## src/rtl/mem_game_pkg.sv

```systemverilog
// Shared definitions for the pattern-memory game round controller.
//   state_t        : round controller FSM states
//   LVL_*          : one-hot level encodings from the level-select block
//   len_for_level  : pattern length for a one-hot level
//   onehot_valid   : true when exactly one bit of a 16-bit vector is set
package mem_game_pkg;

   typedef enum logic [2:0] {
      ST_IDLE     = 3'd0,
      ST_GEN      = 3'd1,
      ST_SHOW_ON  = 3'd2,
      ST_SHOW_OFF = 3'd3,
      ST_INPUT    = 3'd4,
      ST_JUDGE    = 3'd5,
      ST_GAP      = 3'd6,
      ST_DONE     = 3'd7
   } state_t;

   localparam logic [2:0] LVL_1 = 3'b001;
   localparam logic [2:0] LVL_2 = 3'b010;
   localparam logic [2:0] LVL_3 = 3'b100;

   // Level 1 plays a quarter of the full pattern, level 2 half, level 3 all.
   function automatic int len_for_level(input logic [2:0] level, input int max_len);
      int len;
      case (level)
         LVL_1:   len = max_len / 4;
         LVL_2:   len = max_len / 2;
         LVL_3:   len = max_len;
         default: len = 0;
      endcase
      return len;
   endfunction

   function automatic logic onehot_valid(input logic [15:0] v);
      return (v != 16'd0) && ((v & (v - 16'd1)) == 16'd0);
   endfunction

endpackage

```

## src/rtl/memory_round_ctrl_lfsr16.sv

```systemverilog
// Free-running 16-bit Galois LFSR (taps 16,14,13,11), stepping every cycle.
//   clk  : clock
//   rst  : active-low synchronous reset, loads SEED
//   rnd  : low OUT_W bits of the LFSR state
module lfsr16 #(
   parameter logic [15:0] SEED  = 16'hACE1,
   parameter int          OUT_W = 3
) (
   input  logic             clk,
   input  logic             rst,
   output logic [OUT_W-1:0] rnd
);

   logic [15:0] lfsr_r;

   // LFSR state: right-shifting Galois form, feedback mask 0xB400.
   always_ff @(posedge clk) begin
      if (!rst) begin
         lfsr_r <= SEED;
      end else begin
         lfsr_r <= {1'b0, lfsr_r[15:1]} ^ ({16{lfsr_r[0]}} & 16'hB400);
      end
   end

   assign rnd = lfsr_r[OUT_W-1:0];

endmodule

```

## src/rtl/memory_round_ctrl.sv

```systemverilog
// Round controller for the LED/button pattern-memory game.
// Generates a random pattern, plays it on the LEDs, checks button entries
// and keeps round/score counts until N_ROUNDS rounds have been played.
//   clk, rst        : clock, active-low synchronous reset
//   level, start    : one-hot level, sampled on the start pulse in IDLE/DONE
//   btn             : debounced single-cycle press pulses
//   led             : pattern playback / press echo
//   busy            : game in progress (not IDLE/DONE)
//   input_phase     : entries are accepted
//   round_win/lose  : one-cycle round result pulses
//   round_cnt/score : completed rounds / rounds won
//   game_end        : high in DONE
//   level_err       : one-cycle pulse on start with a non-one-hot level
module memory_round_ctrl
   import mem_game_pkg::*;
#(
   parameter int          N_BTN       = 8,
   parameter int          MAX_LEN     = 16,
   parameter int          N_ROUNDS    = 10,
   parameter int          ON_CYC      = 4,
   parameter int          OFF_CYC     = 2,
   parameter int          GAP_CYC     = 8,
   parameter int          TIMEOUT_CYC = 1024,
   parameter logic [15:0] SEED        = 16'hACE1
) (
   input  logic             clk,
   input  logic             rst,
   input  logic [2:0]       level,
   input  logic             start,
   input  logic [N_BTN-1:0] btn,
   output logic [N_BTN-1:0] led,
   output logic             busy,
   output logic             input_phase,
   output logic             round_win,
   output logic             round_lose,
   output logic [4:0]       round_cnt,
   output logic [4:0]       score,
   output logic             game_end,
   output logic             level_err
);

   localparam int IDX_W   = $clog2(N_BTN);
   localparam int PTR_W   = $clog2(MAX_LEN);
   localparam int T_A     = (ON_CYC > OFF_CYC) ? ON_CYC : OFF_CYC;
   localparam int T_B     = (T_A > GAP_CYC) ? T_A : GAP_CYC;
   localparam int TMR_MAX = (T_B > TIMEOUT_CYC) ? T_B : TIMEOUT_CYC;
   localparam int TMR_W   = $clog2(TMR_MAX + 1);

   state_t             state_r, state_nxt_s;
   logic [PTR_W-1:0]   idx_r, idx_nxt_s;
   logic [PTR_W-1:0]   last_r, last_nxt_s;
   logic [TMR_W-1:0]   tmr_r, tmr_nxt_s;
   logic [4:0]         rc_nxt_s, sc_nxt_s;
   logic               win_nxt_s, lose_nxt_s, lerr_nxt_s;
   logic               wr_en_s;
   logic [IDX_W-1:0]   rnd_s;
   logic [N_BTN-1:0]   exp_btn_s;
   logic [N_BTN-1:0]   led_nxt_s;
   logic [IDX_W-1:0]   pat_r [MAX_LEN];

   lfsr16 #(
      .SEED  (SEED),
      .OUT_W (IDX_W)
   ) u_lfsr (
      .clk (clk),
      .rst (rst),
      .rnd (rnd_s)
   );

   // The single button pattern that counts as the correct next entry.
   assign exp_btn_s = {{(N_BTN-1){1'b0}}, 1'b1} << pat_r[idx_r];

   // Next-state, index, timer and counter logic.
   // One timer serves the ON/OFF/GAP phases and the input timeout; it only
   // advances on idle input cycles, so a press always beats a timeout.
   always_comb begin
      state_nxt_s = state_r;
      idx_nxt_s   = idx_r;
      last_nxt_s  = last_r;
      tmr_nxt_s   = tmr_r;
      rc_nxt_s    = round_cnt;
      sc_nxt_s    = score;
      win_nxt_s   = 1'b0;
      lose_nxt_s  = 1'b0;
      lerr_nxt_s  = 1'b0;
      wr_en_s     = 1'b0;
      case (state_r)
         ST_IDLE, ST_DONE: begin
            if (start) begin
               if (onehot_valid(16'(level))) begin
                  rc_nxt_s    = 5'd0;
                  sc_nxt_s    = 5'd0;
                  last_nxt_s  = PTR_W'(len_for_level(level, MAX_LEN) - 1);
                  idx_nxt_s   = {PTR_W{1'b0}};
                  state_nxt_s = ST_GEN;
               end else begin
                  lerr_nxt_s  = 1'b1;
               end
            end else begin
               state_nxt_s = state_r;
            end
         end
         ST_GEN: begin
            wr_en_s = 1'b1;
            if (idx_r == last_r) begin
               idx_nxt_s   = {PTR_W{1'b0}};
               tmr_nxt_s   = {TMR_W{1'b0}};
               state_nxt_s = ST_SHOW_ON;
            end else begin
               idx_nxt_s   = idx_r + PTR_W'(1);
            end
         end
         ST_SHOW_ON: begin
            if (tmr_r == TMR_W'(ON_CYC - 1)) begin
               tmr_nxt_s   = {TMR_W{1'b0}};
               state_nxt_s = ST_SHOW_OFF;
            end else begin
               tmr_nxt_s   = tmr_r + TMR_W'(1);
            end
         end
         ST_SHOW_OFF: begin
            if (tmr_r == TMR_W'(OFF_CYC - 1)) begin
               tmr_nxt_s = {TMR_W{1'b0}};
               if (idx_r == last_r) begin
                  idx_nxt_s   = {PTR_W{1'b0}};
                  state_nxt_s = ST_INPUT;
               end else begin
                  idx_nxt_s   = idx_r + PTR_W'(1);
                  state_nxt_s = ST_SHOW_ON;
               end
            end else begin
               tmr_nxt_s = tmr_r + TMR_W'(1);
            end
         end
         ST_INPUT: begin
            if (btn == {N_BTN{1'b0}}) begin
               if (tmr_r == TMR_W'(TIMEOUT_CYC - 1)) begin
                  lose_nxt_s  = 1'b1;
                  rc_nxt_s    = round_cnt + 5'd1;
                  state_nxt_s = ST_JUDGE;
               end else begin
                  tmr_nxt_s   = tmr_r + TMR_W'(1);
               end
            end else if (btn == exp_btn_s) begin
               tmr_nxt_s = {TMR_W{1'b0}};
               if (idx_r == last_r) begin
                  win_nxt_s   = 1'b1;
                  rc_nxt_s    = round_cnt + 5'd1;
                  sc_nxt_s    = score + 5'd1;
                  state_nxt_s = ST_JUDGE;
               end else begin
                  idx_nxt_s   = idx_r + PTR_W'(1);
               end
            end else begin
               lose_nxt_s  = 1'b1;
               rc_nxt_s    = round_cnt + 5'd1;
               state_nxt_s = ST_JUDGE;
            end
         end
         ST_JUDGE: begin
            // Counters were updated on entry, so round_cnt is already the new count.
            tmr_nxt_s = {TMR_W{1'b0}};
            if (round_cnt == 5'(N_ROUNDS)) begin
               state_nxt_s = ST_DONE;
            end else begin
               state_nxt_s = ST_GAP;
            end
         end
         ST_GAP: begin
            if (tmr_r == TMR_W'(GAP_CYC - 1)) begin
               tmr_nxt_s   = {TMR_W{1'b0}};
               idx_nxt_s   = {PTR_W{1'b0}};
               state_nxt_s = ST_GEN;
            end else begin
               tmr_nxt_s   = tmr_r + TMR_W'(1);
            end
         end
         default: begin
            state_nxt_s = ST_IDLE;
         end
      endcase
   end

   // LED value for the state being entered; input echo is one cycle late.
   always_comb begin
      led_nxt_s = {N_BTN{1'b0}};
      case (state_nxt_s)
         ST_SHOW_ON: led_nxt_s = {{(N_BTN-1){1'b0}}, 1'b1} << pat_r[idx_nxt_s];
         ST_INPUT:   led_nxt_s = (state_r == ST_INPUT) ? btn : {N_BTN{1'b0}};
         default:    led_nxt_s = {N_BTN{1'b0}};
      endcase
   end

   // Pattern RAM: written only during GEN, never reset since GEN rewrites it.
   always_ff @(posedge clk) begin
      if (wr_en_s) begin
         pat_r[idx_r] <= rnd_s;
      end
   end

   // State, counters and registered outputs.
   always_ff @(posedge clk) begin
      if (!rst) begin
         state_r     <= ST_IDLE;
         idx_r       <= {PTR_W{1'b0}};
         last_r      <= {PTR_W{1'b0}};
         tmr_r       <= {TMR_W{1'b0}};
         round_cnt   <= 5'd0;
         score       <= 5'd0;
         led         <= {N_BTN{1'b0}};
         busy        <= 1'b0;
         input_phase <= 1'b0;
         round_win   <= 1'b0;
         round_lose  <= 1'b0;
         game_end    <= 1'b0;
         level_err   <= 1'b0;
      end else begin
         state_r     <= state_nxt_s;
         idx_r       <= idx_nxt_s;
         last_r      <= last_nxt_s;
         tmr_r       <= tmr_nxt_s;
         round_cnt   <= rc_nxt_s;
         score       <= sc_nxt_s;
         led         <= led_nxt_s;
         busy        <= (state_nxt_s != ST_IDLE) && (state_nxt_s != ST_DONE);
         input_phase <= (state_nxt_s == ST_INPUT);
         round_win   <= win_nxt_s;
         round_lose  <= lose_nxt_s;
         game_end    <= (state_nxt_s == ST_DONE);
         level_err   <= lerr_nxt_s;
      end
   end

endmodule

```

## config.mk

```make
export PLATFORM = sky130hd
export DESIGN_NAME = memory_round_ctrl
export DESIGN_NICKNAME = d
export VERILOG_FILES = /design/src/rtl/mem_game_pkg.sv /design/src/rtl/memory_round_ctrl_lfsr16.sv /design/src/rtl/memory_round_ctrl.sv
export SDC_FILE = /design/constraint.sdc
export NUM_CORES = 1
export LEC_CHECK = 0
export CAP_MARGIN = 20
export CORE_UTILIZATION = 64
export CTS_CLUSTER_SIZE = 16
export DETAILED_ROUTE_END_ITERATION = 10
export GPL_TIMING_DRIVEN = 0
export PLACE_DENSITY = 0.85
export RECOVER_POWER = 25
export SLEW_MARGIN = 15
export SYNTH_ARGS = -nofsm -noshare
export SYNTH_HDL_FRONTEND = slang
export SYNTH_SLANG_ARGS = --single-unit
```

## constraint.sdc

```tcl
create_clock -name clk -period 7 [get_ports clk]
set_input_delay 1.4 -clock clk [delete_from_list [all_inputs] [get_ports clk]]
set_output_delay 1.4 -clock clk [all_outputs]
set_load 0.01 [all_outputs]
```

==> run metrics <==
total CTS buffers=9; Maximum Capacitance Violations=0; Syn-to-layout area delta=12.2%; Clock transition at path regs=approximately 110 ps; CP required=7260 ps; root buf cell=clkbuf_8; Post-Synthesis Cells=564; initial antenna violation count=0; CTS H-Tree Depth=3; CORE AREA=0.00876 sq mm; crit path buf inv count=2; # diodes=0; Post-CTS Resized=0; FF-to-FF setup slack=2120 ps; Setup violations, final=0; 1st-iter DRT viols=476; total chip power=1360 uW; via count=~4800; die area=0.00950 sq mm; Initial Utilization=66.5%; share of the clock period used by the worst path=between 70 and 80%; r2r worst-path depth=16; IO buf count=37; drt total wl=between 10000 and 15000 um; Post-CTS Setup Bufs=0; CP endpoint kind=flip-flop; Synth top area share=around a quarter; share of layout cells above drive strength 1=around a tenth; fin. max-slew vios=0; skew final=16.8 ps; clock sinks=109; per-cell routed wire length=19.8 um; Post-DP HPWL=roughly 10000 um; final global-route overflow total=0; DRT antenna net count=0; row count=34; top cells by area, synth=edfxtp_1, dfxtp_1, mux2i_1, nor2_1, nand2_1; top-count cell post-synth=dfxtp_1; Total GRT Usage=30.9%; Post-synth ARST share=0%; CTS tree=yes; first-pass GRT wire length=23000 um; run status=complete, no violations; Pre-antenna DRT Iters=5; Worst slew margin=49.2%; post-synthesis sequential area ratio=45.7%; fmax=0.184 GHz; crit-path leading delay family=compound AO/OA/AOI/OAI gates; nets=637; Clock Latency Late Sink=370 ps; non-filler cells, final=725; worst vdd ir=0.173 mV; reg-to-reg startpoint=idx_r[1]$_SDFF_PN0_; hold_ws=around 430 ps; setup TNS=0 ps; dpl cells=~710; HP Class=reg -> reg; Critical path origin=level[1]; worst slew pin tran=760 ps; I/O Pins=38; cells along the critical path=clkdlybuf4s50_1, or3b_2, o21ai_1, a32oi_1, a221o_1, nand2b_1, a221oi_1, nor2_2, buf_2, mux2_4, mux4_2, o41ai_1; vias in the first global route=between 4000 and 5000; Ys Warns=0; CP max FO=10; die width=between 90 and 100 um; RSZ-0062 raised after global routing=no; cell accounting for the most synthesized area=edfxtp_1; Post-Syn Area=0.00583 sq mm; Die Ht=a little under 100 um; slowest stage cell, crit path=mux4_2; fin crit period=around 5400 ps; Unique masters post-synth=79; syn_area_per_cell=about 10 sq um; Yosys reg bits=109; Worst Hold Path EP=u_lfsr.lfsr_r[6]$_SDFF_PN1_; leak pwr=0.00236 uW; buffer depth of the longest clock path=2; worst hold stages=1; Startpoint Class=primary input; Top FF cell, synth=dfxtp_1; hold_sp=u_lfsr.lfsr_r[7]$_SDFF_PN1_; Synth Net Count=589; CP Class=in -> reg; fin util=74.7%; largest net degree at the start of global routing=21; PwrDens=approximately 210 mW/mm^2; Hold Fails Final Rpt=0; Crit path largest cell delay=540 ps; Hold Buf Count CTS=0; WP data arrival=5700 ps; Post-synth EDFFs=48; placer congestion estimate=around 1.0; number of vias per cell=around 6.6; most instantiated cells after synthesis=dfxtp_1, nor2_1, nand2_1, edfxtp_1, mux2i_1; Residual DRC=0; r2r endpoint=led[0]$_SDFF_PN0_
worst reg2reg max path, stage by stage (launching register included):
cell and delay (ps):
dfxtp_1 510, buf_6 210, buf_2 280, mux4_1 350, mux2i_2 320, mux2i_2 170
o21bai_1 200, mux2i_1 150, a211oi_2 400, buf_6 210, nand2_1 140, mux2i_1 550
buf_2 360, a31oi_1 110, a31oi_1 230, o22ai_1 190, o41ai_1 390
stage by stage:
| step | worst slack (ps) | instance area [sq um] |
|---|---|---|
| floorplan | 2360 | 5830 |
| global placement | 1310 | 6340 |
| detailed placement | 1220 | 6340 |
| CTS | 1570 | 6540 |
| global route | 1340 | 6550 |
| finish | 1550 | 6550 |
cell families (layout without fill, tap and decap cells):
group	count (synthesis)	after routing	synth area share, %
AO/OA/AOI/OAI	101	101	13.4
buffers and inverters	44	97	4.16
adder cells (fa/ha/maj)	11	11	2.36
flip-flops	109	109	45.7
multiplexers	48	48	11.4
AND/OR/NAND/NOR	229	229	19.7
XOR/XNOR	22	22	3.30
state kept, by name, indices dropped and copies added (netlist names):
signal         flops
pat_r             48
u_lfsr.lfsr_r     16
tmr_r             11
led                8
round_cnt          5
score              5
idx_r              4
last_r             3
state_r            3
busy               1
game_end           1
input_phase        1
level_err          1
round_lose         1
round_win          1
cell usage in the layout (no fill, tap or decap), types with 6 or more instances in the layout:
cell	synthesis	layout
dfxtp_1	61	61
nor2_1	59	59
nand2_1	58	58
edfxtp_1	48	48
clkdlybuf4s50_1	0	37
mux2i_1	25	25
inv_1	17	17
nor3_1	17	17
clkbuf_1	12	14
and2_1	14	14
nand3_1	12	12
nand2b_1	12	12
xor2_1	11	11
xnor2_1	11	11
ha_1	11	11
and3_1	10	10
o21ai_0	10	10
a21oi_1	10	10
a31oi_1	9	9
nand4_1	9	9
clkbuf_8	0	9
mux4_1	8	8
mux2_2	7	7
nor2b_1	6	6
a211oi_1	6	6
a211o_1	6	6
metal layers:
metal  track usage, %  vias up  share of wire [%]
li1                 -     2206                  -
met1             43.5     2280                 42
met2             48.4      259                 46
met3             7.12       40                9.9
met4             7.81        0                1.8
met5                0        -                  0
final cells by class:
class / instances / area, sq um
plain buffers: 26 / 175
clock buffers: 11 / 131
fillers: 642 / 2220
multi-input cells: 411 / 2930
inverters: 18 / 67.6
well taps: 108 / 135
flip-flops and latches: 109 / 2660
repair buffers: 37 / 370
clock inverters: 5 / 70.1
power by group:
group          leakage, uW  internal [uW]  total (uW)  switching [uW]
Combinational      0.00132            109         274             166
Sequential        0.000933            682         699            16.7
Clock             0.000102            172         391             218
Total              0.00236            963        1360             401
how the worst max path moves through the flow:
stage                         to  slack (ps)  cells past startpoint
2_1_floorplan  led[6]$_SDFF_PN0_        2360                     13
3_3_place_gp   led[6]$_SDFF_PN0_        1310                     12
3_5_place_dp   led[6]$_SDFF_PN0_        1220                     12
4_1_cts        led[6]$_SDFF_PN0_        1570                     12
5_1_grt        led[6]$_SDFF_PN0_        1340                     12
6_report       led[6]$_SDFF_PN0_        1550                     12
Power figures use the tool's default switching activity.
